==> config.mk <==
export PLATFORM = sky130hd
export DESIGN_NAME = wheel_speed_sampler_flat
export DESIGN_NICKNAME = d
export VERILOG_FILES = /design/src/rtl/wheel_speed_sampler_if.sv /design/src/rtl/wheel_speed_sampler.sv /design/src/flat_wrapper.sv
export SDC_FILE = /design/constraint.sdc
export NUM_CORES = 1
export LEC_CHECK = 0
export BUFFER_PORTS_ARGS = -buffer_cell sky130_fd_sc_hd__buf_2
export CAP_MARGIN = 30
export CORE_UTILIZATION = 45
export DETAILED_ROUTE_END_ITERATION = 8
export GPL_ROUTABILITY_DRIVEN = 0
export HOLD_SLACK_MARGIN = 0.03
export SYNTH_ARGS = -nofsm -noshare
export SYNTH_HDL_FRONTEND = slang
export SYNTH_SLANG_ARGS = --single-unit
==> constraint.sdc <==
create_clock -name clk -period 4.1 [get_ports clk]
set_input_delay 0.615 -clock clk [delete_from_list [all_inputs] [get_ports clk]]
set_output_delay 0.615 -clock clk [all_outputs]
set_load 0.005 [all_outputs]
==> src/rtl/wheel_speed_sampler_if.sv <==
// Delta output stream of the wheel speed sampler.
// valid/ready: the master raises spd_valid with spd_ch/spd_data and holds all three stable
// until a cycle in which spd_ready=1; the transfer happens on that rising clk edge.
interface wheel_speed_sampler_if #(
    parameter int CNT_W = 16
);
    logic             spd_valid;
    logic             spd_ready;
    logic [2:0]       spd_ch;
    logic [CNT_W-1:0] spd_data;

    modport master (
        output spd_valid,
        output spd_ch,
        output spd_data,
        input  spd_ready
    );

    modport slave (
        input  spd_valid,
        input  spd_ch,
        input  spd_data,
        output spd_ready
    );
endinterface

==> src/rtl/wheel_speed_sampler.sv <==
// Periodic snapshot of all encoder counters, converted channel by channel into signed
// per-period deltas through one shared subtractor and streamed out in channel order.
module wheel_speed_sampler #(
    parameter int NUM_CH = 4,
    parameter int CNT_W  = 16,
    parameter int PERIOD = 50000
) (
    input  logic                    clk,
    input  logic                    reset,
    input  logic                    enable,
    input  logic [NUM_CH*CNT_W-1:0] enc_counts,
    input  logic                    clear_ovr,
    wheel_speed_sampler_if.master   spd,
    output logic                    overrun,
    output logic                    busy,
    output logic [1:0]              dbg_state
);

    localparam int CH_IW = (NUM_CH > 1) ? $clog2(NUM_CH) : 1;
    localparam int TMR_W = (PERIOD > 1) ? $clog2(PERIOD) : 1;
    localparam logic [CH_IW-1:0] CH_LAST  = CH_IW'(NUM_CH - 1);
    localparam logic [TMR_W-1:0] TMR_LAST = TMR_W'(PERIOD - 1);

    typedef enum logic [1:0] {
        S_IDLE = 2'd0,
        S_LOAD = 2'd1,
        S_SEND = 2'd2
    } state_t;

    state_t           state;
    state_t           state_nxt;
    logic [TMR_W-1:0] tmr;
    logic             tick;
    logic             primed;
    logic [CH_IW-1:0] ch;
    logic [CNT_W-1:0] snap [NUM_CH];
    logic [CNT_W-1:0] prev [NUM_CH];
    logic [CNT_W-1:0] delta;

    logic             spd_valid_q;
    logic [2:0]       spd_ch_q;
    logic [CNT_W-1:0] spd_data_q;

    logic             do_capture;
    logic             do_prime;
    logic             do_load;
    logic             do_accept;

    assign spd.spd_valid = spd_valid_q;
    assign spd.spd_ch    = spd_ch_q;
    assign spd.spd_data  = spd_data_q;
    assign dbg_state     = state;

    // ---------------- sample timer ----------------
    assign tick = enable && (tmr == TMR_LAST);

    always_ff @(posedge clk or negedge reset) begin
        if (!reset) begin
            tmr <= '0;
        end else if (!enable || tick) begin
            tmr <= '0;
        end else begin
            tmr <= tmr + TMR_W'(1);
        end
    end

    // ---------------- FSM ----------------
    always_ff @(posedge clk or negedge reset) begin
        if (!reset) begin
            state <= S_IDLE;
            busy  <= 1'b0;
        end else begin
            state <= state_nxt;
            busy  <= (state_nxt != S_IDLE);
        end
    end

    always_comb begin
        state_nxt  = state;
        do_capture = 1'b0;
        do_prime   = 1'b0;
        do_load    = 1'b0;
        do_accept  = 1'b0;
        case (state)
            S_IDLE: begin
                if (tick) begin
                    do_capture = 1'b1;
                    if (!primed) begin
                        do_prime = 1'b1;
                    end else begin
                        state_nxt = S_LOAD;
                    end
                end
            end
            S_LOAD: begin
                do_load   = 1'b1;
                state_nxt = S_SEND;
            end
            S_SEND: begin
                if (spd.spd_ready) begin
                    do_accept = 1'b1;
                    state_nxt = (ch == CH_LAST) ? S_IDLE : S_LOAD;
                end
            end
            default: begin
                state_nxt = S_IDLE;
            end
        endcase
    end

    // ---------------- channel index and priming ----------------
    always_ff @(posedge clk or negedge reset) begin
        if (!reset) begin
            ch <= '0;
        end else if (do_capture) begin
            ch <= '0;
        end else if (do_accept && (ch != CH_LAST)) begin
            ch <= ch + CH_IW'(1);
        end
    end

    // Leaving enable low while idle forgets the baseline, so the next tick only re-primes.
    always_ff @(posedge clk or negedge reset) begin
        if (!reset) begin
            primed <= 1'b0;
        end else if (!enable && (state == S_IDLE)) begin
            primed <= 1'b0;
        end else if (do_prime) begin
            primed <= 1'b1;
        end
    end

    // ---------------- snapshot / baseline storage ----------------
    always_ff @(posedge clk or negedge reset) begin
        if (!reset) begin
            for (int i = 0; i < NUM_CH; i++) begin
                snap[i] <= '0;
                prev[i] <= '0;
            end
        end else begin
            for (int i = 0; i < NUM_CH; i++) begin
                if (do_capture) begin
                    snap[i] <= enc_counts[i*CNT_W +: CNT_W];
                end
                if (do_prime) begin
                    prev[i] <= enc_counts[i*CNT_W +: CNT_W];
                end
            end
            if (do_load) begin
                prev[ch] <= snap[ch];
            end
        end
    end

    // Modular subtraction makes counter wrap-around come out as the correct signed delta.
    assign delta = snap[ch] - prev[ch];

    // ---------------- output stream ----------------
    always_ff @(posedge clk or negedge reset) begin
        if (!reset) begin
            spd_valid_q <= 1'b0;
            spd_ch_q    <= '0;
            spd_data_q  <= '0;
        end else if (do_load) begin
            spd_valid_q <= 1'b1;
            spd_ch_q    <= 3'(ch);
            spd_data_q  <= delta;
        end else if (do_accept) begin
            spd_valid_q <= 1'b0;
        end
    end

    // A tick that finds the FSM busy is dropped; the set takes priority over clear.
    always_ff @(posedge clk or negedge reset) begin
        if (!reset) begin
            overrun <= 1'b0;
        end else if (tick && (state != S_IDLE)) begin
            overrun <= 1'b1;
        end else if (clear_ovr) begin
            overrun <= 1'b0;
        end
    end

endmodule

==> src/flat_wrapper.sv <==
// flat-port wrapper written by rule: the top's interface ports become plain ports
module wheel_speed_sampler_flat 
#(
    parameter int NUM_CH = 4,
    parameter int CNT_W  = 16,
    parameter int PERIOD = 50000
)
  (clk, reset, enable, enc_counts, clear_ovr, overrun, busy, dbg_state, spd_spd_valid, spd_spd_ch, spd_spd_data, spd_spd_ready);
  wheel_speed_sampler_if #(.CNT_W(CNT_W)) spd_i ();
  input  logic clk;
  input  logic reset;
  input  logic enable;
  input  logic [NUM_CH*CNT_W-1:0] enc_counts;
  input  logic clear_ovr;
  output logic overrun;
  output logic busy;
  output logic [1:0] dbg_state;
  output wire logic [$bits(spd_i.spd_valid)-1:0] spd_spd_valid;
  output wire logic [$bits(spd_i.spd_ch)-1:0] spd_spd_ch;
  output wire logic [$bits(spd_i.spd_data)-1:0] spd_spd_data;
  input wire logic [$bits(spd_i.spd_ready)-1:0] spd_spd_ready;
  assign spd_spd_valid = spd_i.spd_valid;
  assign spd_spd_ch = spd_i.spd_ch;
  assign spd_spd_data = spd_i.spd_data;
  assign spd_i.spd_ready = spd_spd_ready;
  wheel_speed_sampler #(.NUM_CH(NUM_CH), .CNT_W(CNT_W), .PERIOD(PERIOD)) u_core (.clk(clk), .reset(reset), .enable(enable), .enc_counts(enc_counts), .clear_ovr(clear_ovr), .spd(spd_i), .overrun(overrun), .busy(busy), .dbg_state(dbg_state));
endmodule
# --- Yosys cells after proc, flatten, opt, wreduce, memory -nomap -nowiden ---
# Index checks and enable logic that the tools add are counted.
word_totals:
  register_bits: 170
classes:
  n_eq_ne: 5
  reduce_logical: 14
  n_addsub: 3
  n_bitwise: 1
  muxes: 36
  magnitude_cmp: 2
ops:
  columns: ["cell", "count"]
  rows:
  - ["16-bit two-way mux", 10]
  - ["16-bit binary-select mux with 2-bit select", 2]
  - ["64-bit bitwise mux", 1]
  - ["64-bit two-way mux", 1]
  - ["16-bit demux with 2-bit select", 1]
  - ["16-bit by 1-bit adder with 16-bit output, second input constant", 1]
  - ["16-bit equality test, second input constant", 1]
  - ["16-bit subtractor", 1]
  - ["1-bit two-way mux", 15]
  - ["2-bit nonzero test", 6]
  - ["2-bit two-way mux", 5]
  - ["2-bit case mux with 3 select lines", 1]
  - ["1-bit logical AND", 5]
  - ["2-bit equality test, second input constant", 2]
  - ["3-bit >= comparator, second input constant", 1]
  - ["3-bit by 1-bit < comparator with 1-bit output, second input constant", 1]
  - ["2-bit inverter with 3-bit output", 1]
  - ["2-bit by 1-bit adder with 2-bit output, second input constant", 1]
  - ["2-bit by 1-bit equality test with 1-bit output, second input constant", 1]
  - ["2-bit logical NOT", 1]
  - ["2-bit inequality test, second input constant", 1]
  - ["1-bit logical NOT", 1]
  - ["1-bit logical OR", 1]

# --- Longest topological paths before layout ---
# Gate-level depths: netlist of the first run.
depth:
  word_depth: 7
  depth_mapped: 13
  depth_no_buf: 11

# --- Worst setup path before layout of the first run ---
# OpenSTA, ideal clock, no wires.
synth_timing:
  path_kind: "register to register"
  from: "reg u_core.ch[0]"
  to: "reg u_core.spd_data_q[12], in the netlist u_core.spd.spd_data[12]"
  slack_ps: 745
  n_path_buf: 2
  arrival_time_ps: 3222
  synth_period_minus_slack_ps: 3355
  t_required_ps: 3967
  setup_ps: 133
  stages_incl_launch_ff: 14
  path_cell_list: "dfrtp_1 buf_2 buf_2 mux4_2 inv_1 ha_1 inv_1 fa_1 a211oi_1 nor2_1 o32a_1 a41oi_1 xor2_1 o21ai_0"
synth_between:
  elab_chain_len: 5
  elab_cells_between_ends: 8
  cone_classes: "add/sub (1); mux (6); bitwise (1)"
synth_lines:
  columns: ["element", "line", "rtl"]
  rows:
  - ["from (decl)", "wheel_speed_sampler.sv:35", "logic [CH_IW-1:0] ch;"]
  - ["from (signal assigned)", "wheel_speed_sampler.sv:118", "ch <= ch + CH_IW'(1);"]
  - ["2-bit inverter with 3-bit output (implied by the code) (*)", "wheel_speed_sampler.sv:156", "assign delta = snap[ch] - prev[ch];"]
  - ["16-bit binary-select mux with 2-bit select", "wheel_speed_sampler.sv:156", null]
  - ["16-bit two-way mux (implied by the code) (2 in series)", "wheel_speed_sampler.sv:156", null]
  - ["16-bit subtractor (*)", "wheel_speed_sampler.sv:156", null]
  - ["to (signal assigned)", "wheel_speed_sampler.sv:167", "spd_data_q <= delta;"]
  - ["to (decl)", "wheel_speed_sampler.sv:42", "logic [CNT_W-1:0] spd_data_q;"]
# Mark *: on every way between the ends. The rest lies on a longest branch, timed or not. The select of a mux whose other input is x is not followed.
# A chain may end at the register's enable or synchronous reset.

# --- Final worst setup path of the first run ---
# Ends and elaborated chain as after synthesis.

==> results of run 1 <==
[synthesized netlist by cell type (2+ instances only)]
library cell and count:
xnor2_1 10, a31oi_1 4, nand2_1 299, a21boi_0 2, and3_1 6, nor2_1 97
nand4_1 7, dfrtp_1 170, inv_1 21, and4bb_1 2, mux4_2 32, nor3_1 5
o21ai_0 22, nor2b_1 2, a31oi_2 60, or2_2 3, nand2_2 60, clkbuf_1 26
xor2_1 17, buf_12 7, a211oi_1 2, a21oi_1 12, nand2b_1 4, nand3_1 9
ha_1 20, a21o_1 4, o32a_1 2, buf_2 19, buf_4 2, o31ai_1 2
[metrics by stage]
step / area (sq um) / util / setup WS, ps / cells
5_1_grt: 10400 / 0.517 / 647 / 1302
3_5_place_dp: 9860 / 0.489 / 954 / 1270
2_1_floorplan: 9250 / - / 745 / 952
6_report: 10400 / 0.517 / 930 / 1302
3_3_place_gp: 9830 / 0.487 / 993 / 1269
4_1_cts: 10400 / 0.517 / 925 / 1302
[cell type report]
cell class	count	area, sq um	area share
multi-input cells	705	4560	0.437
flip-flops and latches	170	4260	0.408
repair buffers	104	629	0.0604
clock buffers	21	460	0.0442
well taps	270	338	0.0324
clock inverters	11	109	0.0104
inverters	21	78.8	0.00756
[registers in the layout, indices dropped and copies added, names as in the netlist]
| name | flops |
|---|---|
| u_core.snap | 64 |
| u_core.primed | 1 |
| u_core.spd.spd_ch | 2 |
| u_core.prev | 64 |
| u_core.ch | 2 |
| u_core.tmr | 16 |
| u_core.spd.spd_data | 16 |
| u_core.dbg_state | 2 |
| u_core.overrun | 1 |
| u_core.spd.spd_valid | 1 |
| u_core.busy | 1 |
[critical path, delay by kind of cell (launching register included)]
family                   cells  cell delay (ps)
XOR/XNOR                     1              150
flip-flops                   1              470
AND/OR/NAND/NOR              1              110
AO/OA/AOI/OAI                4              970
adder cells (fa/ha/maj)      2              580
multiplexers                 1              600
buffers and inverters        2              140
[power groups by stage]
stage / Sequential (mW) / Combinational [mW] / Clock, mW
after global routing: 2.35 / 1.95 / 1.69
after detailed placement: 2.32 / 1.77 / 0
final: 2.29 / 1.75 / 1.59
after CTS: 2.29 / 1.78 / 1.62
after global placement: 2.32 / 1.74 / 0
after floorplan: 2.25 / 1.29 / 0
[worst paths after layout]
path	cells past startpoint	endpoint
max in group asynchronous	2	u_core.prev[34]
hold / removal	1	u_core.snap[58]
setup reg to reg	11	u_core.spd.spd_data[12]
min in group clk	3	u_core.snap[11]
hold reg to reg	2	u_core.snap[24]
setup / recovery	11	u_core.spd.spd_data[12]
[cell families (layout without fill, tap and decap cells)]
family,Yosys count,count (layout)
other cells,1,1
xor+xnor,27,27
buf+inv,77,157
mux,32,32
flops,170,170
simple gates,504,504
compound gates,120,120
fa+ha+maj,21,21
[layer usage]
metal,routed length [microns],global-route usage,share of wire,up-vias
met3,678,0.0426,0.030,10
li1,-,-,-,3317
met2,10200,0.355,0.45,101
met5,0,0,0,-
met1,11700,0.343,0.51,3344
met4,136,0.0447,0.0060,0
==> results.json, run 1 <==
{
  "worstSetupPathType": "register to register",
  "netlist_instances": 952,
  "path_clk_slew_ps": 70,
  "holdWs_ps": 165,
  "synth-xor-area-share": 0.0256,
  "clock-sinks": 170,
  "finalCriticalPeriod_ps": 3170,
  "wl_per_cell_microns": 17.4,
  "htree_levels": 4,
  "grt_pass1_wl_microns": 38400,
  "slowest_delay_ps": 600,
  "synth-main-ff-cell": "dfrtp_1",
  "synth_compound_area_frac": 0.122,
  "cts_tree": "built",
  "p_comb_frac": 0.311,
  "crit_chain": "mux4_2, inv_1, ha_1, inv_1, fa_1, a211oi_1, nor2_1, o32a_1, a41oi_1, xor2_1, o21ai_0",
  "synth_top_area_frac": 0.460,
  "avgViaCountPerCell": 5.20,
  "hold_path.class": "input pin to async pin",
  "synth_fp_nets": 1042,
  "power_density_nw_per_um2": 541,
  "synth_largest_area_cell": "dfrtp_1",
  "final_common_cell": "nand2_1",
  "muxShareOfSynthArea": 0.0779,
  "worst_pin_slew_ps": 817,
  "n_fill_cell": 1907,
  "cts_buffers": 17,
  "internal-power_mw": 3.78,
  "diodes": 0,
  "power_leakage_nw": 5.11,
  "skew_ps": 12.4,
  "yosysSeqAreaShare": 0.460,
  "crit_slowest_cell": "mux4_2",
  "synth_area_leaders": "dfrtp_1, nand2_1, a31oi_2",
  "core_area_sq_um": 20200,
  "grt_max_degree": 105,
  "worst_ep_required_time_ps": 4400,
  "ant_nets": 0,
  "seqPwrFrac": 0.407,
  "yosys_warnings": 0,
  "clockRootBuffer": "clkbuf_16",
  "outcome": "complete, no violations",
  "finalWirelength_microns": 22700,
  "final_layout_size_suffix_gt1_frac": 0.288,
  "r2r-start": "u_core.ch[0]",
  "synth_edf_count": 0,
  "ir_drop_mv": 0.275,
  "track_usage": 0.231,
  "setup_tns_ps": 0,
  "power.total_mw": 5.64,
  "drv_slew": 0,
  "layout_common_cells": "nand2_1, dfrtp_1, nor2_1, buf_2",
  "cts_resized": 0,
  "critPathLaunch": "u_core.ch[0]",
  "clock_latency_ps": 430,
  "area_delta_synth_final_pct": 12.8,
  "fmax_ghz": 0.315,
  "pin_count": 93,
  "synth_area_sq_um": 9250,
  "clock_tree.buffer_depth": 2,
  "rsz0062_at_grt": "false",
  "cts-hold-fix-buffers": 0,
  "die_w_microns": 145,
  "place_hpwl_microns": 15300,
  "synth_top_family_by_area": "simple AND/OR/NAND/NOR gates",
  "fin_crit_sh": 0.773,
  "p_switching_mw": 1.86,
  "cp.arrival_ps": 3470,
  "first_pass_iters": 5,
  "drc_errors": 0,
  "setup_violations": 0,
  "antenna_found_initial": 0,
  "yosys_register_bits": 170,
  "switching_share": 0.330,
  "drtIter0Drc": 533,
  "reg2reg_slack_ps": 930,
  "io_buffers": 91,
  "syn_area_per_cell_sq_um": 9.71,
  "yosysUniqueCellTypes": 54,
  "die_y_microns": 145,
  "end_kind": "register",
  "p_clk_frac": 0.282,
  "crit_path_max_fanout": 5,
  "num_vias": 6772,
  "cpMostUsedCell": "inv_1",
  "dieArea_sq_um": 21100,
  "start_kind": "register",
  "initial_core_util": 0.458,
  "slew_headroom": 0.454,
  "rows": 52,
  "grt_overflow": 0,
  "drv_cap": 0,
  "nets": 1109,
  "yosys.area_share.simple": 0.237,
  "post_cts_buffers": 0,
  "synthArstFlopShare": 1.00,
  "grt_pass1_vias": 7069,
  "synth_fa_ha_area_frac": 0.0292,
  "finalHoldViolCount": 0
}
Power figures use the tool's default switching activity.
==> run 2: changes to the inputs <==
- ABC_AREA: not set -> 1
- PLACE_DENSITY: not set -> 0.66
- clock period: 4.1 -> 2.6 ns (I/O delays scaled with it)
==> run 2 against run 1 <==
Net effect: the run now ends with design-rule violations left; via count rose by 33%; first-iteration DRC count rose by 46%; register-to-register slack got worse by 780 ps; setup slack got worse by 780 ps; highest routed layer unchanged; clock-buffer cell count fell by 2; clock power rose by 63%; maximum frequency rose by 29%; area after synthesis rose by 3.7%; routed wire length rose by 24%; global-route usage rose by 3.5 points.
==> results.json, run 2 <==
{
  "synth_edf_count": 0,
  "synth_area_sq_um": 9590,
  "die_y_microns": 148,
  "cp.arrival_ps": 2770,
  "yosys_warnings": 0,
  "pin_count": 93,
  "dpl_worst_slack_ps": 75.8,
  "fin_ws_ps": 147,
  "start_kind": "register",
  "p_clk_frac": 0.479,
  "drtIter0Drc": 777,
  "finalWirelength_microns": 28200,
  "die_w_microns": 148,
  "power_leakage_nw": 6.09,
  "initial_core_util": 0.458,
  "clock_tree.buffer_depth": 2,
  "htree_levels": 4,
  "setup_tns_ps": 0,
  "switching_share": 0.229,
  "hold_path.class": "input pin to register",
  "rows": 53,
  "synth_largest_area_cell": "dfrtp_1",
  "dieArea_sq_um": 21900,
  "dpl_cell_area_sq_um": 10400,
  "grt_pass1_wl_microns": 45000,
  "syn_area_per_cell_sq_um": 7.21,
  "io_buffers": 91,
  "slowest_delay_ps": 450,
  "yosysSeqAreaShare": 0.443,
  "finalHoldViolCount": 0,
  "path_clk_slew_ps": 70,
  "yosysMostFrequentCell": "nand2_1",
  "slew_headroom": 0.479,
  "synth_top_area_frac": 0.443,
  "wl_per_cell_microns": 16.5,
  "synth-main-ff-cell": "dfrtp_1",
  "ant_nets": 0,
  "track_usage": 0.265,
  "synthArstFlopShare": 1.00,
  "num_vias": 9033,
  "reg_top3": "u_core.prev (64), u_core.snap (64)",
  "fin_util": 0.532,
  "cp_num_buf_inv": 3,
  "dr_wl_met2_microns": 13600,
  "core_area_sq_um": 21000,
  "dr.max_layer_used": "met4",
  "cts_tree": "built",
  "synth_fp_nets": 1420,
  "area_delta_synth_final_pct": 16.2,
  "multi_input_area_sq_um": 4250,
  "p_switching_mw": 1.24,
  "drc_errors": 1,
  "skew_ps": 11.1,
  "crit_chain": "buf_12, buf_16, o21ai_0, o22ai_2, ha_1, nand2_1, inv_1, nand2_1, nand2_1, a21oi_1, xor2_1, o21ai_0",
  "critPathTopFamily": "compound AO/OA/AOI/OAI gates",
  "synth_area_leaders": "dfrtp_1, nand2_1, nand3_1",
  "fin_crit_sh": 0.943,
  "diodes": 0,
  "dp.cells": 1674,
  "synthTopCellsByCount": "nand2_1, inv_1, dfrtp_1, nand3_1, o21ai_0",
  "yosysUniqueCellTypes": 33,
  "end_kind": "register",
  "grt_pass1_vias": 8491,
  "netlist_instances": 1330,
  "power_density_nw_per_um2": 485,
  "final-instance-count-excl-fill": 1711,
  "outcome": "complete, but fails checks",
  "place_hpwl_microns": 19300,
  "worst_ep_required_time_ps": 2920,
  "stdcell_area_sq_um": 11200,
  "cpMostUsedCell": "nand2_1",
  "clock-sinks": 170,
  "clock_latency_ps": 440,
  "finalCriticalPeriod_ps": 2450,
  "seqPwrFrac": 0.490,
  "drv_slew": 0,
  "fmax_ghz": 0.408,
  "final_layout_size_suffix_gt1_frac": 0.136,
  "ir_drop_mv": 0.379,
  "layout_common_cells": "nand2_1, inv_1, dfrtp_1, nand3_1, buf_2",
  "setup_violations": 0,
  "met3_length_microns": 1600,
  "drv_cap": 0,
  "wirelength_met1_microns": 12100,
  "p_comb_frac": 0.032,
  "grt_max_degree": 93,
  "crit_path_max_fanout": 18,
  "worstSetupPathType": "register to register",
  "avgViaCountPerCell": 5.28,
  "yosys_register_bits": 170,
  "register_area_sq_um": 4260,
  "first_pass_iters": 8,
  "internal-power_mw": 4.18,
  "worst_pin_slew_ps": 781,
  "final_common_cell": "nand2_1",
  "n_fill_cell": 2033,
  "grt_overflow": 0,
  "violations": "design-rule violations",
  "nets": 1513,
  "clockRootBuffer": "clkbuf_16",
  "cts_buffers": 17,
  "antenna_found_initial": 0,
  "crit_slowest_cell": "dfrtp_2"
}
-- run 2: cell types whose count changed in the layout (fill, tap and decap cells not counted), sizes merged, moves of 41 or more --
| cell | change |
|---|---|
| o21ai | +122 |
| a21oi | +41 |
| a31oi | -63 |
| inv | +161 |
| nand2 | +62 |
| nand3 | +151 |
-- run 2: cells by family (layout without fill, tap and decap cells) --
family / after synthesis / after routing / synth area share
XOR/XNOR: 7 / 7 / 0.00639
AO/OA/AOI/OAI: 216 / 216 / 0.116
flip-flops: 170 / 170 / 0.443
AND/OR/NAND/NOR: 661 / 661 / 0.288
other: 1 / 1 / 0.000391
adder cells (fa/ha/maj): 21 / 21 / 0.0282
buffers and inverters: 254 / 360 / 0.118
-- run 2: power by group through the flow --
stage / logic, mW / registers, mW / clock network (mW)
after floorplan: 0.0387 / 2.70 / 0
after global placement: 0.176 / 2.70 / 0
after detailed placement: 0.176 / 2.70 / 0
after CTS: 0.178 / 2.65 / 2.61
after global routing: 0.199 / 2.65 / 2.73
final: 0.172 / 2.65 / 2.59
-- run 2: path summary, 6_finish.rpt --
path	from	to	slack, ps	cells past startpoint
worst max-delay path	u_core.ch[0]	u_core.spd.spd_data[8]	150	12
worst min-delay path	clear_ovr	u_core.overrun	150	2
worst max register to register	u_core.ch[0]	u_core.spd.spd_data[8]	150	12
worst min register to register	u_core.tmr[0]	u_core.tmr[0]	460	1
max in group asynchronous	reset	u_core.spd.spd_data[10]	1420	3
min in group asynchronous	reset	u_core.tmr[10]	460	2
-- run 2: final cells by class --
class | count | area share
Clock inverter | 13 | 0.0129
Sequential cell | 170 | 0.382
Timing Repair Buffer | 142 | 0.0902
Clock buffer | 19 | 0.0406
Inverter | 186 | 0.0627
Multi-Input combinational cell | 906 | 0.381
Tap cell | 275 | 0.0309
-- run 2: what timing repair did --
action | in CTS | in global routing
gates resized for setup | 0 | 16
hold endpoints to repair | 48 | 0
hold buffers | 1 | 0
setup endpoints to repair | 0 | 8
setup buffers | 0 | 2
-- run 2: per-stage QoR --
step,total power [mW],hold slack [ps]
detailed placement,2.88,387
floorplan,2.74,94.4
CTS,5.44,152
global placement,2.88,391
finish,5.41,153
global route,5.58,158
-- run 2: routing by layer --
metal	GRT usage	vias up
met4	0.0876	0
met3	0.0444	60
met1	0.346	4243
li1	-	4398
met5	0	-
met2	0.447	332
==> run 3: changes to the inputs <==
- PLACE_DENSITY: 0.66 -> not set
- clock period: 2.6 -> 2.3 ns (I/O delays scaled with it)
==> run 3 against run 2 <==
Net effect: the run ends with negative setup slack left; critical path depth grew 2; final cell count grew 3.3%; via count grew 1.1%; clock-buffer cell count grew 4; final area grew 7.5%.
==> results.json, run 3 (synthesis gave the netlist of run 2 again) <==
{
  "path_clk_slew_ps": 70,
  "final-instance-count-excl-fill": 1767,
  "stdcell_area_sq_um": 12000,
  "n_fill_cell": 2026,
  "cts_tree": "built",
  "antenna_found_initial": 1,
  "grt_max_degree": 68,
  "start_kind": "register",
  "final_common_cell": "nand2_1",
  "multi_input_area_sq_um": 4560,
  "finalCriticalPeriod_ps": 2370,
  "clock_tree.buffer_depth": 2,
  "worst_ep_required_time_ps": 2630,
  "track_usage": 0.281,
  "fin_ws_ps": -68.2,
  "dieArea_sq_um": 21900,
  "p_clk_frac": 0.500,
  "ant_nets": 0,
  "rows": 53,
  "grt_pass1_vias": 8906,
  "finalHoldViolCount": 0,
  "clock-sinks": 170,
  "skew_ps": 9.79,
  "core_area_sq_um": 21000,
  "cts_buffers": 17,
  "wl_per_cell_microns": 16.7,
  "end_kind": "register",
  "p_switching_mw": 1.39,
  "drv_slew": 0,
  "clock_latency_ps": 440,
  "finalWirelength_microns": 29500,
  "drc_errors": 0,
  "reg2reg_slack_ps": -70,
  "reg_top3": "u_core.prev (64), u_core.snap (64)",
  "die_y_microns": 148,
  "final_layout_size_suffix_gt1_frac": 0.208,
  "ir_drop_mv": 0.452,
  "p_comb_frac": 0.031,
  "hold_path.class": "input pin to register",
  "initial_core_util": 0.458,
  "rsz0062_at_grt": "true",
  "place_hpwl_microns": 20400,
  "die_w_microns": 148,
  "io_buffers": 91,
  "layout_common_cells": "nand2_1, inv_1, dfrtp_1, nand3_1, buf_2",
  "fin_util": 0.572,
  "nets": 1569,
  "dpl_worst_slack_ps": -139,
  "num_vias": 9128,
  "dpl_cell_area_sq_um": 10800,
  "pin_count": 93,
  "grt_overflow": 0,
  "avgViaCountPerCell": 5.17,
  "drv_cap": 0,
  "drtIter0Drc": 619,
  "power_density_nw_per_um2": 533,
  "grt_pass1_wl_microns": 47000,
  "register_area_sq_um": 4260,
  "cp.arrival_ps": 2700,
  "switching_share": 0.217,
  "area_delta_synth_final_pct": 24.9,
  "fmax_ghz": 0.422,
  "internal-power_mw": 5.00,
  "outcome": "complete, but fails checks",
  "holdWs_ps": 109,
  "diodes": 0,
  "setup_violations": 5,
  "slew_headroom": 0.509,
  "fin_crit_sh": 1.03,
  "htree_levels": 4,
  "seqPwrFrac": 0.469,
  "violations": "negative setup slack",
  "power_leakage_nw": 6.39,
  "worst_pin_slew_ps": 737,
  "clockRootBuffer": "clkbuf_16",
  "crit_path_max_fanout": 9,
  "dp.cells": 1718,
  "worstSetupPathType": "register to register",
  "first_pass_iters": 5
}
==> run 3: cell count changes in the layout (fill, tap and decap cells not counted), moves of 12 or more <==
cell / previous run / this run
nand2_1: 419 / 407
a21oi_1: 52 / 34
o21ai_0: 85 / 57
buf_4: 38 / 89
o21ai_1: 59 / 83
a21oi_2: 1 / 18
==> run 3: per-stage QoR <==
step | TNS [ps] | power, mW
after floorplan | -74.4 | 3.10
after global placement | -577 | 3.25
after detailed placement | -980 | 3.26
after CTS | -124 | 6.43
after global routing | -1150 | 6.56
final | -190 | 6.39
==> run 3: final timing paths <==
kind                          startpoint                      end  cells after the start
hold / removal                 clear_ovr           u_core.overrun                      2
setup reg to reg            u_core.ch[0]  u_core.spd.spd_data[14]                     14
hold reg to reg            u_core.tmr[0]            u_core.tmr[0]                      1
setup / recovery            u_core.ch[0]  u_core.spd.spd_data[14]                     14
min in group asynchronous          reset            u_core.tmr[1]                      2
max in group asynchronous          reset             u_core.ch[1]                      3
==> run 3: worst max-delay path: stages (launching register included) <==
cell and delay (ps):
dfrtp_2 500, inv_8 100, buf_4 150, buf_4 150, nor2_2 160, o22ai_2 130
ha_2 390, inv_1 70, nor3_2 180, and2_1 150, nand2_1 60, nand2_1 60
nand2_1 40, nand3_1 70, nand2_1 50
==> run 3: power groups by stage <==
stage	registers, mW	logic (mW)	clock network [mW]
2_1_floorplan	3.05	0.0438	0
3_3_place_gp	3.05	0.200	0
3_5_place_dp	3.05	0.203	0
4_1_cts	3.00	0.204	3.23
5_1_grt	3.00	0.225	3.34
6_report	3.00	0.197	3.20
==> run 3: layout make-up <==
type | instances | area share
multi-input combinational | 906 | 0.380
sequential | 170 | 0.355
timing repair buffer | 198 | 0.123
inverter | 186 | 0.0592
clock buffer | 23 | 0.0407
tap | 275 | 0.0287
clock inverter | 9 | 0.0134
==> run 3: what timing repair did <==
| item | CTS | global route |
|---|---|---|
| cloned | 2 | 1 |
| setup endpoints to repair | 10 | 13 |
| pin swaps | 18 | 9 |
| hold buffers | 1 | 0 |
| buffers inserted | 11 | 4 |
| resized for setup | 54 | 60 |
| endpoints found under the hold margin | 48 | 0 |
==> run 3: layer usage <==
metal	vias up	routed length, microns	global-route usage
li1	4506	-	-
met1	4268	12700	0.354
met2	287	14200	0.466
met3	65	1440	0.0457
met4	2	1160	0.143
met5	-	13	0
